`src/rtl/aaska_stim_seq_if.sv`:
```
// Configuration and drive bundle for the biphasic stimulation sequencer.
// The controller holds the master side; the sequencer holds the slave side.
interface aaska_stim_seq_if #(
    parameter int ELEC_NUM = 31
);
    logic                enable;
    logic [5:0]          amplitude;
    logic [11:0]         freq;
    logic [2:0]          phase_dur;
    logic [5:0]          ramp;
    logic [9:0]          ramp_factor;
    logic [7:0]          on_time;
    logic [9:0]          off_time;
    logic [ELEC_NUM:0]   electrode1;
    logic [ELEC_NUM:0]   electrode2;
    logic [ELEC_NUM:0]   up_switches;
    logic [ELEC_NUM:0]   down_switches;
    logic [5:0]          DAC;
    logic                pulse_active;

    modport master (
        output enable, amplitude, freq, phase_dur, ramp, ramp_factor,
               on_time, off_time, electrode1, electrode2,
        input  up_switches, down_switches, DAC, pulse_active
    );

    modport slave (
        input  enable, amplitude, freq, phase_dur, ramp, ramp_factor,
               on_time, off_time, electrode1, electrode2,
        output up_switches, down_switches, DAC, pulse_active
    );
endinterface

```
`src/rtl/aaska_stim_seq.sv`:
```
// Biphasic H-bridge stimulation sequencer: PH1 / GAP / PH2 / WAIT periods grouped
// into ramped ON bursts separated by silent OFF stretches.
module aaska_stim_seq #(
    parameter int ELEC_NUM = 31
) (
    input  logic            clk,
    input  logic            reset,
    aaska_stim_seq_if.slave bus
);
    localparam int EW = ELEC_NUM + 1;

    typedef enum logic [2:0] {S_IDLE, S_PH1, S_GAP, S_PH2, S_WAIT, S_OFF} state_t;

    state_t        r_state;
    logic [11:0]   r_tcnt;
    logic [11:0]   r_T;
    logic [2:0]    r_P;
    logic [9:0]    r_offcnt;
    logic [9:0]    r_off;
    logic [7:0]    r_on;
    logic [7:0]    r_n;
    logic [9:0]    r_raw;
    logic [EW-1:0] r_e1, r_e2;
    logic [EW-1:0] r_up, r_dn;
    logic [5:0]    r_dac;
    logic          r_act;
    logic          r_stop;

    logic [2:0]    w_P_in;
    logic [11:0]   w_min_T, w_T_in, w_P12, w_2P;
    logic [EW-1:0] w_e1m, w_e2m;
    logic [7:0]    w_n_new;
    logic [10:0]   w_sum;
    logic [9:0]    w_raw_new, w_amp16;
    logic [5:0]    w_dac_new;
    logic          w_burst_end, w_start, w_new_burst;

    always_comb begin
        w_P_in      = (bus.phase_dur == 3'd0) ? 3'd1 : bus.phase_dur;
        w_min_T     = {8'd0, w_P_in, 1'b0} + 12'd2;
        w_T_in      = (bus.freq < w_min_T) ? w_min_T : bus.freq;
        w_P12       = {9'd0, r_P};
        w_2P        = {8'd0, r_P, 1'b0};
        // shorted electrodes are dropped from both bridge sides
        w_e1m       = bus.electrode1 & ~bus.electrode2;
        w_e2m       = bus.electrode2 & ~bus.electrode1;
        w_burst_end = (r_on != 8'd0) && (r_off != 10'd0) && (r_n >= r_on);

        w_start     = 1'b0;
        w_new_burst = 1'b0;
        case (r_state)
            S_IDLE: if (bus.enable) begin
                w_start     = 1'b1;
                w_new_burst = 1'b1;
            end
            S_WAIT: if (bus.enable && r_tcnt == r_T - 12'd1 && !w_burst_end)
                w_start = 1'b1;
            S_OFF: if (bus.enable && r_tcnt == r_T - 12'd1 && r_offcnt == r_off - 10'd1) begin
                w_start     = 1'b1;
                w_new_burst = 1'b1;
            end
            default: ;
        endcase

        w_n_new   = w_new_burst ? 8'd1 : ((r_n == 8'hFF) ? r_n : r_n + 8'd1);
        // n*ramp_factor built incrementally, pinned at full scale instead of wrapping
        w_sum     = {1'b0, (w_new_burst ? 10'd0 : r_raw)} + {1'b0, bus.ramp_factor};
        w_raw_new = w_sum[10] ? 10'h3FF : w_sum[9:0];
        w_amp16   = {bus.amplitude, 4'd0};
        w_dac_new = bus.amplitude;
        if (w_n_new <= {2'd0, bus.ramp} && w_raw_new < w_amp16)
            w_dac_new = w_raw_new[9:4];
    end

    always_ff @(posedge clk) begin
        if (reset) begin
            r_state  <= S_IDLE;
            r_tcnt   <= '0;
            r_T      <= '0;
            r_P      <= '0;
            r_offcnt <= '0;
            r_off    <= '0;
            r_on     <= '0;
            r_n      <= '0;
            r_raw    <= '0;
            r_e1     <= '0;
            r_e2     <= '0;
            r_up     <= '0;
            r_dn     <= '0;
            r_dac    <= '0;
            r_act    <= 1'b0;
            r_stop   <= 1'b0;
        end else begin
            r_up   <= '0;
            r_dn   <= '0;
            r_dac  <= '0;
            r_act  <= 1'b0;
            r_tcnt <= r_tcnt + 12'd1;
            case (r_state)
                S_IDLE: r_tcnt <= '0;
                S_PH1: begin
                    r_act <= 1'b1;
                    r_dac <= r_dac;
                    if (!bus.enable) r_stop <= 1'b1;
                    if (r_tcnt == w_P12 - 12'd1) begin
                        r_state <= S_GAP;
                    end else begin
                        r_up <= r_e1;
                        r_dn <= r_e2;
                    end
                end
                S_GAP: begin
                    r_act   <= 1'b1;
                    r_dac   <= r_dac;
                    r_up    <= r_e2;
                    r_dn    <= r_e1;
                    r_state <= S_PH2;
                    if (!bus.enable) r_stop <= 1'b1;
                end
                S_PH2: begin
                    if (!bus.enable) r_stop <= 1'b1;
                    if (r_tcnt == w_2P) begin
                        // a pulse always finishes; a dropped enable takes effect only here
                        r_state <= (r_stop || !bus.enable) ? S_IDLE : S_WAIT;
                    end else begin
                        r_act <= 1'b1;
                        r_dac <= r_dac;
                        r_up  <= r_e2;
                        r_dn  <= r_e1;
                    end
                end
                S_WAIT: begin
                    if (!bus.enable) begin
                        r_state <= S_IDLE;
                    end else if (r_tcnt == r_T - 12'd1 && w_burst_end) begin
                        r_state  <= S_OFF;
                        r_tcnt   <= '0;
                        r_offcnt <= '0;
                    end
                end
                S_OFF: begin
                    if (!bus.enable) begin
                        r_state <= S_IDLE;
                    end else if (r_tcnt == r_T - 12'd1) begin
                        r_tcnt   <= '0;
                        r_offcnt <= r_offcnt + 10'd1;
                    end
                end
                default: r_state <= S_IDLE;
            endcase

            // every PH1 entry re-latches the period's configuration
            if (w_start) begin
                r_state <= S_PH1;
                r_tcnt  <= '0;
                r_stop  <= 1'b0;
                r_P     <= w_P_in;
                r_T     <= w_T_in;
                r_on    <= bus.on_time;
                r_off   <= bus.off_time;
                r_e1    <= w_e1m;
                r_e2    <= w_e2m;
                r_n     <= w_n_new;
                r_raw   <= w_raw_new;
                r_up    <= w_e1m;
                r_dn    <= w_e2m;
                r_dac   <= w_dac_new;
                r_act   <= 1'b1;
            end
        end
    end

    assign bus.up_switches   = r_up;
    assign bus.down_switches = r_dn;
    assign bus.DAC           = r_dac;
    assign bus.pulse_active  = r_act;
endmodule
```
`src/flat_wrapper.sv`:
```
// flat-port wrapper written by rule: the top's interface ports become plain ports
module aaska_stim_seq_flat 
#(
    parameter int ELEC_NUM = 31
)
  (clk, reset, bus_enable, bus_amplitude, bus_freq, bus_phase_dur, bus_ramp, bus_ramp_factor, bus_on_time, bus_off_time, bus_electrode1, bus_electrode2, bus_up_switches, bus_down_switches, bus_DAC, bus_pulse_active);
  aaska_stim_seq_if #(.ELEC_NUM(ELEC_NUM)) bus_i ();
  input  logic clk;
  input  logic reset;
  input wire logic [$bits(bus_i.enable)-1:0] bus_enable;
  input wire logic [$bits(bus_i.amplitude)-1:0] bus_amplitude;
  input wire logic [$bits(bus_i.freq)-1:0] bus_freq;
  input wire logic [$bits(bus_i.phase_dur)-1:0] bus_phase_dur;
  input wire logic [$bits(bus_i.ramp)-1:0] bus_ramp;
  input wire logic [$bits(bus_i.ramp_factor)-1:0] bus_ramp_factor;
  input wire logic [$bits(bus_i.on_time)-1:0] bus_on_time;
  input wire logic [$bits(bus_i.off_time)-1:0] bus_off_time;
  input wire logic [$bits(bus_i.electrode1)-1:0] bus_electrode1;
  input wire logic [$bits(bus_i.electrode2)-1:0] bus_electrode2;
  output wire logic [$bits(bus_i.up_switches)-1:0] bus_up_switches;
  output wire logic [$bits(bus_i.down_switches)-1:0] bus_down_switches;
  output wire logic [$bits(bus_i.DAC)-1:0] bus_DAC;
  output wire logic [$bits(bus_i.pulse_active)-1:0] bus_pulse_active;
  assign bus_i.enable = bus_enable;
  assign bus_i.amplitude = bus_amplitude;
  assign bus_i.freq = bus_freq;
  assign bus_i.phase_dur = bus_phase_dur;
  assign bus_i.ramp = bus_ramp;
  assign bus_i.ramp_factor = bus_ramp_factor;
  assign bus_i.on_time = bus_on_time;
  assign bus_i.off_time = bus_off_time;
  assign bus_i.electrode1 = bus_electrode1;
  assign bus_i.electrode2 = bus_electrode2;
  assign bus_up_switches = bus_i.up_switches;
  assign bus_down_switches = bus_i.down_switches;
  assign bus_DAC = bus_i.DAC;
  assign bus_pulse_active = bus_i.pulse_active;
  aaska_stim_seq #(.ELEC_NUM(ELEC_NUM)) u_core (.clk(clk), .reset(reset), .bus(bus_i));
endmodule
```
`config.mk`:
```
export PLATFORM = sky130hd
export DESIGN_NAME = aaska_stim_seq_flat
export DESIGN_NICKNAME = d
export VERILOG_FILES = /design/src/rtl/aaska_stim_seq_if.sv /design/src/rtl/aaska_stim_seq.sv /design/src/flat_wrapper.sv
export SDC_FILE = /design/constraint.sdc
export NUM_CORES = 1
export LEC_CHECK = 0
export ABC_AREA = 0
export ABC_CLOCK_PERIOD_IN_PS = 7520
export CAP_MARGIN = 0
export CORE_ASPECT_RATIO = 0.5
export CORE_MARGIN = 2
export CORE_UTILIZATION = 53
export DETAILED_ROUTE_END_ITERATION = 6
export HOLD_SLACK_MARGIN = 0.12
export PLACE_DENSITY = 0.81
export REMOVE_ABC_BUFFERS = 1
export SLEW_MARGIN = 20
export SYNTH_ARGS = -nofsm -noshare
export SYNTH_HDL_FRONTEND = slang
export SYNTH_SLANG_ARGS = --single-unit
export TNS_END_PERCENT = 30
```
`constraint.sdc`:
```
create_clock -name clk -period 7.52 [get_ports clk]
set_clock_uncertainty 0.15 [all_clocks]
set_input_delay 1.88 -clock clk [delete_from_list [all_inputs] [get_ports clk]]
set_output_delay 1.88 -clock clk [all_outputs]
set_load 0.005 [all_outputs]
```
# Word level (Yosys, flattened, before mapping)
# Index checks and enable logic that the tools add are counted.
# word_totals
register_bits,212
word_cells,126
# op_classes
n_lt_le_gt_ge,4
eq_ne,24
addsub,8
reduce_logical,23
n_bitwise,6
muxes,44
# ops
operator,count
32-bit two-way mux,6
32-bit one-hot mux with 3 select lines,2
32-bit bitwise AND,2
32-bit NOT,2
10-bit two-way mux,6
12-bit two-way mux,5
12-bit one-hot mux with 3 select lines,1
12-bit == test,2
3-bit two-way mux,7
10-bit one-hot mux with 2 select lines,1
6-bit two-way mux,3
3-bit one-hot mux with 6 select lines,1
8-bit two-way mux,2
5-bit AND reduction,3
12-bit by 1-bit adder with 12-bit output (second input constant),1
12-bit by 4-bit == test with 1-bit output,1
12-bit < comparator,1
2-bit by 1-bit != test with 1-bit output (second input constant),6
6-bit one-hot mux with 2 select lines,1
12-bit by 1-bit subtractor with 12-bit output (second input constant),1
10-bit by 10-bit adder with 11-bit output,1
10-bit by 1-bit adder with 10-bit output (second input constant),1
10-bit == test,1
10-bit < comparator,1
other kinds (28),51

# Logic depth before layout (Yosys ltp)
# depth
depth_word,13
depth_mapped,28

# Worst setup path after synthesis
# Ideal clock, no wire load.
# synth_timing
path_kind,register -> register
start,register u_core.r_T[0]
end,"register u_core.r_dac[1], in the netlist u_core.bus.DAC[1]"
setup_time_ns,0.087
arrival_time_ns,6.108
required_time_ns,7.283
slack_ns,1.175
stages_incl_launch_ff,29
path_cell_list,dfxtp_1 > inv_1 > ha_1 > nor3b_1 > a221oi_1 > o21bai_1 > a2111oi_4 > and3_1 > a21oi_1 > nand2b_1 > clkbuf_1 > and2_1 > fa_1 > a211oi_1 > nor2_1 > o31a_1 > nor3_1 > o21bai_1 > or2_2 > ha_1 > a21o_1 > a21oi_1 > nor2b_1 > nor4_1 > or4b_2 > o21ai_1 > buf_2 > a21oi_1 > o31ai_1
# synth_via
elab_chain_len,13
word_cells_on_any_way,21
classes_between,add/sub: 2; order compare: 2; eq/ne: 3; mux: 9; reduce/logical: 5
# synth_rtl
item,line_no,rtl
from (decl),aaska_stim_seq.sv:16,logic [11:0] r_T;
from (signal assigned),aaska_stim_seq.sv:158,r_T <= w_T_in;
12-bit by 1-bit subtractor with 12-bit output,aaska_stim_seq.sv:58,S_OFF: if (bus.enable && r_tcnt == r_T - 12'd1 && r_offcnt == r_off - 10'd1) begin
12-bit == test,aaska_stim_seq.sv:58,
1-bit logical AND (2 in series),aaska_stim_seq.sv:58,
1-bit two-way mux,aaska_stim_seq.sv:58,
1-bit one-hot mux with 2 select lines,aaska_stim_seq.sv:51,case (r_state)
10-bit two-way mux,aaska_stim_seq.sv:67,"w_sum = {1'b0, (w_new_burst ? 10'd0 : r_raw)} + {1'b0, bus.ramp_factor};"
10-bit by 10-bit adder with 11-bit output,aaska_stim_seq.sv:67,
10-bit two-way mux,aaska_stim_seq.sv:68,w_raw_new = w_sum[10] ? 10'h3FF : w_sum[9:0];
via u_core.w_raw_new[6],aaska_stim_seq.sv:34,"logic [9:0] w_raw_new, w_amp16;"
10-bit < comparator,aaska_stim_seq.sv:71,"if (w_n_new <= {2'd0, bus.ramp} && w_raw_new < w_amp16)"
1-bit logical AND,aaska_stim_seq.sv:71,
6-bit two-way mux,aaska_stim_seq.sv:71,
6-bit two-way mux,aaska_stim_seq.sv:153,if (w_start) begin
to (signal assigned),aaska_stim_seq.sv:103,r_dac <= r_dac;
to (signal assigned),aaska_stim_seq.sv:114,r_dac <= r_dac;
to (signal assigned),aaska_stim_seq.sv:167,r_dac <= w_dac_new;
to (decl),aaska_stim_seq.sv:25,logic [5:0] r_dac;
# The timed path passes the listed nets, and every way through them passes these cells.
# A chain may end at the register's enable or synchronous reset.

# Worst setup path after layout
# layout_timing
start,register u_core.r_T[0]
end,"register u_core.r_dac[2], in the netlist u_core.bus.DAC[2]"
# layout_via
elab_chain_len,13
word_cells_on_any_way,21
classes_between,add/sub: 2; order compare: 2; eq/ne: 3; mux: 9; reduce/logical: 5
# layout_rtl
item,line_no
12-bit by 1-bit subtractor with 12-bit output *,aaska_stim_seq.sv:58
12-bit == test *,aaska_stim_seq.sv:58
1-bit logical AND * (2 in series),aaska_stim_seq.sv:58
1-bit two-way mux *,aaska_stim_seq.sv:58
1-bit one-hot mux with 2 select lines *,aaska_stim_seq.sv:51
10-bit two-way mux *,aaska_stim_seq.sv:67
10-bit by 10-bit adder with 11-bit output *,aaska_stim_seq.sv:67
10-bit two-way mux *,aaska_stim_seq.sv:68
via u_core.w_raw_new[6],aaska_stim_seq.sv:34
10-bit < comparator,aaska_stim_seq.sv:71
1-bit logical AND,aaska_stim_seq.sv:71
6-bit two-way mux *,aaska_stim_seq.sv:71
6-bit two-way mux *,aaska_stim_seq.sv:153
# Mark *: on every way through the listed nets, which the timed path passes. The rest lies on a longest branch.

==> summary.txt <==
Setup path
  – WP data arrival: between 7 and 8 ns
  – CP required: 7.79 ns
  – R2r startpoint: u_core.r_T[0]
  – Slowest cell on the critical path: or4b_2
  – Crit Reg-Reg Endpoint: u_core.bus.DAC[2]
  – Crit Path Max Fanout: 12
  – CP peak stage delay: roughly 0.6 ns
  – CP startpoint kind: flop
  – Worst setup path start: u_core.r_T[0]
  – CP Capture Type: flop
  – Crit Path Class: flop to flop
  – R2R depth: 28
  – Worst R2R Setup Slack: ~0.4 ns

STA
  – Setup violators final: 0
  – Fmax: roughly 140 MHz
  – Final TNS setup: 0 ns
  – Slew @ Worst Pin: a little under 1 ns
  – Slew HR: 0.337
  – Hold Fails Final Rpt: 0
  – Final cycle utilization of the critical path: 0.948
  – Min cycle time layout: around 7.1 ns
  – RSZ-0062 raised after global routing: no
  – Slew Limit Fails: 0
  – Setup WS post-layout: between 0.3 and 0.4 ns

Detailed routing
  – Wire length per cell: 15.6 µm
  – Vias/cell: 5.67
  – # DRC: 0
  – Iteration-0 DRC count of the detailed router: 570
  – DR pass1 iterations: 6
  – Final WL: between 20000 and 30000 µm
  – Via count: about 9700
  – ANT nets after route: 0

Cells and area
  – Layout fillers: between 1500 and 2000
  – Final nets: approximately 1600
  – Multi-input gate area: about 5800 µm²
  – Antenna fix cells: 0
  – Final Util: 0.681
  – FF/Latch Area: approximately 4200 µm²
  – Layout area overhead: 26.4%
  – Post-route cell area: 13200 µm²
  – Ratio of cells with drive above 1 in the final layout: 0.0872

Power
  – Leak pwr: 4.85 nW
  – Switching pwr: ~1.5 mW
  – Sw Share: 0.365
  – Int Power: 2.55 mW
  – Worst-case vdd ir drop: between 0.00015 and 0.0002 V
  – Share of power burned in registers: 0.364
  – PwrDens: about 300 nW/µm²
  – Clock power share: 0.270
  – Combinational Power Share: 0.366

Floorplan
  – Starting Density: 0.539
  – Die area: roughly 21000 µm²
  – Core Footprint: 19400 µm²
  – Die height: 103 µm
  – Row count: 36
  – Die span in x: roughly 200 µm
  – Ports: about 190

Synthesis
  – #FFs+latches synth: between 200 and 250
  – Asr flop ratio synth: 0
  – Main synth FF type: dfxtp_1
  – Seq/Total Area, Yosys: 0.405
  – Syn Inst Count: approximately 1300
  – Synth unique cells: 60
  – Average cell area after synthesis: about 8.2 µm²
  – Yosys warning total: 0
  – Post-synth design cell area: around 10000 µm²
  – Post-synth EDFFs: 0

Placement
  – Cell area after placement: about 13000 µm²
  – Post-DP HPWL: between 15000 and 20000 µm
  – GP Congestion: 0.890
  – Post-Place Worst Slack: 0.391 ns
  – IO buf count: roughly 190

Global routing
  – Initial antenna violation count: 0
  – Gr usage total: 0.246
  – Vias in the first global route: 9007
  – First-pass GRT wire length: 42600 µm
  – GRT overflow: 0
  – Largest net degree at the start of global routing: between 100 and 150

Hold path
  – HP Class: flop to flop
  – Worst hold path cell count: 2
  – Hold EP: u_core.r_raw[9]
  – Hold_sp: u_core.r_raw[9]

CTS
  – Max Root-Sink Buffers: 3
  – Clock H-tree levels: 1
  – Clk_lat worst skew: approximately 0.52 ns
  – CTS tree: done
  – TritonCTS Buffers: 21
  – Clk slew on worst S/H paths: ~0.07 ns
  – Sink Count: between 200 and 250
  – Root Driver: clkbuf_16

Run
  – Max-Cap Viols: 0

Status
  – Outcome: complete, no violations
how the worst max path moves through the flow:
stage	to	slack [ns]
detailed placement	u_core.bus.DAC[2]	0.39
CTS	u_core.bus.DAC[5]	0.22
global placement	u_core.bus.DAC[2]	0.53
global route	u_core.bus.DAC[2]	0.01
floorplan	u_core.bus.DAC[1]	0.92
finish	u_core.bus.DAC[2]	0.39
cells in the final DEF (no fill, tap or decap), drive strengths merged, types with 37 or more instances in the layout:
cell type      netlist  layout
a21oi              130     130
a22oi               64      64
clkdlybuf4s50        0     191
dfxtp              212     212
ha                  39      39
inv                 36      37
nand2              145     145
nand2b              66      66
nor2                82      82
o21ai               89      89
or2                 69      69
critical path, delay by kind of cell, from the launching register on:
kind / cells / cell delay (ns)
AOI/OAI and AO/OA: 11 / 2.12
DFF: 1 / 0.36
buffers and inverters: 2 / 0.25
adders and majority gates: 4 / 1.12
and+or+nand+nor: 11 / 3.00
per-stage QoR:
stage	cells	power, mW	hold WS [ns]
4_1_cts	1711	4.02	0.307
3_5_place_dp	1673	2.93	0.296
2_1_floorplan	1204	2.42	0.276
5_1_grt	1711	4.26	0.340
3_3_place_gp	1673	2.86	0.291
6_report	1711	4.02	0.309
cell type report:
type                            count  area share
Multi-Input combinational cell    955       0.439
Tap cell                          266      0.0252
Clock buffer                       28      0.0447
Inverter                           37      0.0105
Timing Repair Buffer              203       0.151
Sequential cell                   212       0.321
Clock inverter                     10     0.00870
Yosys cell counts (9+ instances only):
library cell	number	area share
a211oi_1	17	0.012
a21oi_1	130	0.062
a22oi_1	64	0.046
and2_1	12	0.0072
and3_1	13	0.0078
buf_2	15	0.0072
clkbuf_1	53	0.019
dfxtp_1	212	0.41
ha_1	39	0.047
inv_1	36	0.013
nand2_1	145	0.052
nand2b_1	66	0.039
nand3_1	30	0.014
nand4_1	9	0.0054
nor2_1	82	0.029
nor3_1	25	0.012
o21ai_0	86	0.041
o31ai_1	16	0.011
or2_2	62	0.037
xnor2_1	19	0.016
xor2_1	34	0.028
cells by family (layout without fill, tap and decap cells):
| group | Yosys count | after routing | share of synthesized area |
|---|---|---|---|
| simple gates | 499 | 499 | 0.245 |
| fa+ha+maj | 40 | 40 | 0.0485 |
| xor+xnor | 53 | 53 | 0.0443 |
| compound gates | 361 | 361 | 0.212 |
| flops | 212 | 212 | 0.405 |
| buf+inv | 110 | 278 | 0.0430 |
| mux | 2 | 2 | 0.00191 |
registers in the layout, indices dropped and copies added (netlist names), 6 cells and up:
signal                    cells
u_core.bus.down_switches     32
u_core.bus.up_switches       32
u_core.r_e1                  32
u_core.r_e2                  32
u_core.r_T                   12
u_core.r_tcnt                12
u_core.r_off                 10
u_core.r_offcnt              10
u_core.r_raw                 10
u_core.r_n                    8
u_core.r_on                   8
u_core.bus.DAC                6
per-layer routing:
| layer | GRT usage | share of wire |
|---|---|---|
| met2 | 0.453 | 0.50 |
| met5 | 0 | 0 |
| met3 | 0.0464 | 0.055 |
| met4 | 0.0736 | 0.028 |
| met1 | 0.298 | 0.42 |
power by group through the flow:
stage | Sequential, mW | Combinational [mW] | Clock (mW)
6_report | 1.46 | 1.47 | 1.08
5_1_grt | 1.48 | 1.62 | 1.15
4_1_cts | 1.46 | 1.46 | 1.10
3_5_place_dp | 1.48 | 1.45 | 0
3_3_place_gp | 1.47 | 1.39 | 0
2_1_floorplan | 1.45 | 0.974 | 0
timing repair:
action | in CTS | in global routing
setup buffers | 0 | 0
hold buffers | 0 | 0
resized for setup | 0 | 3
setup endpoints to repair | 0 | 6
Note: power is estimated with default switching activity, not from simulation.
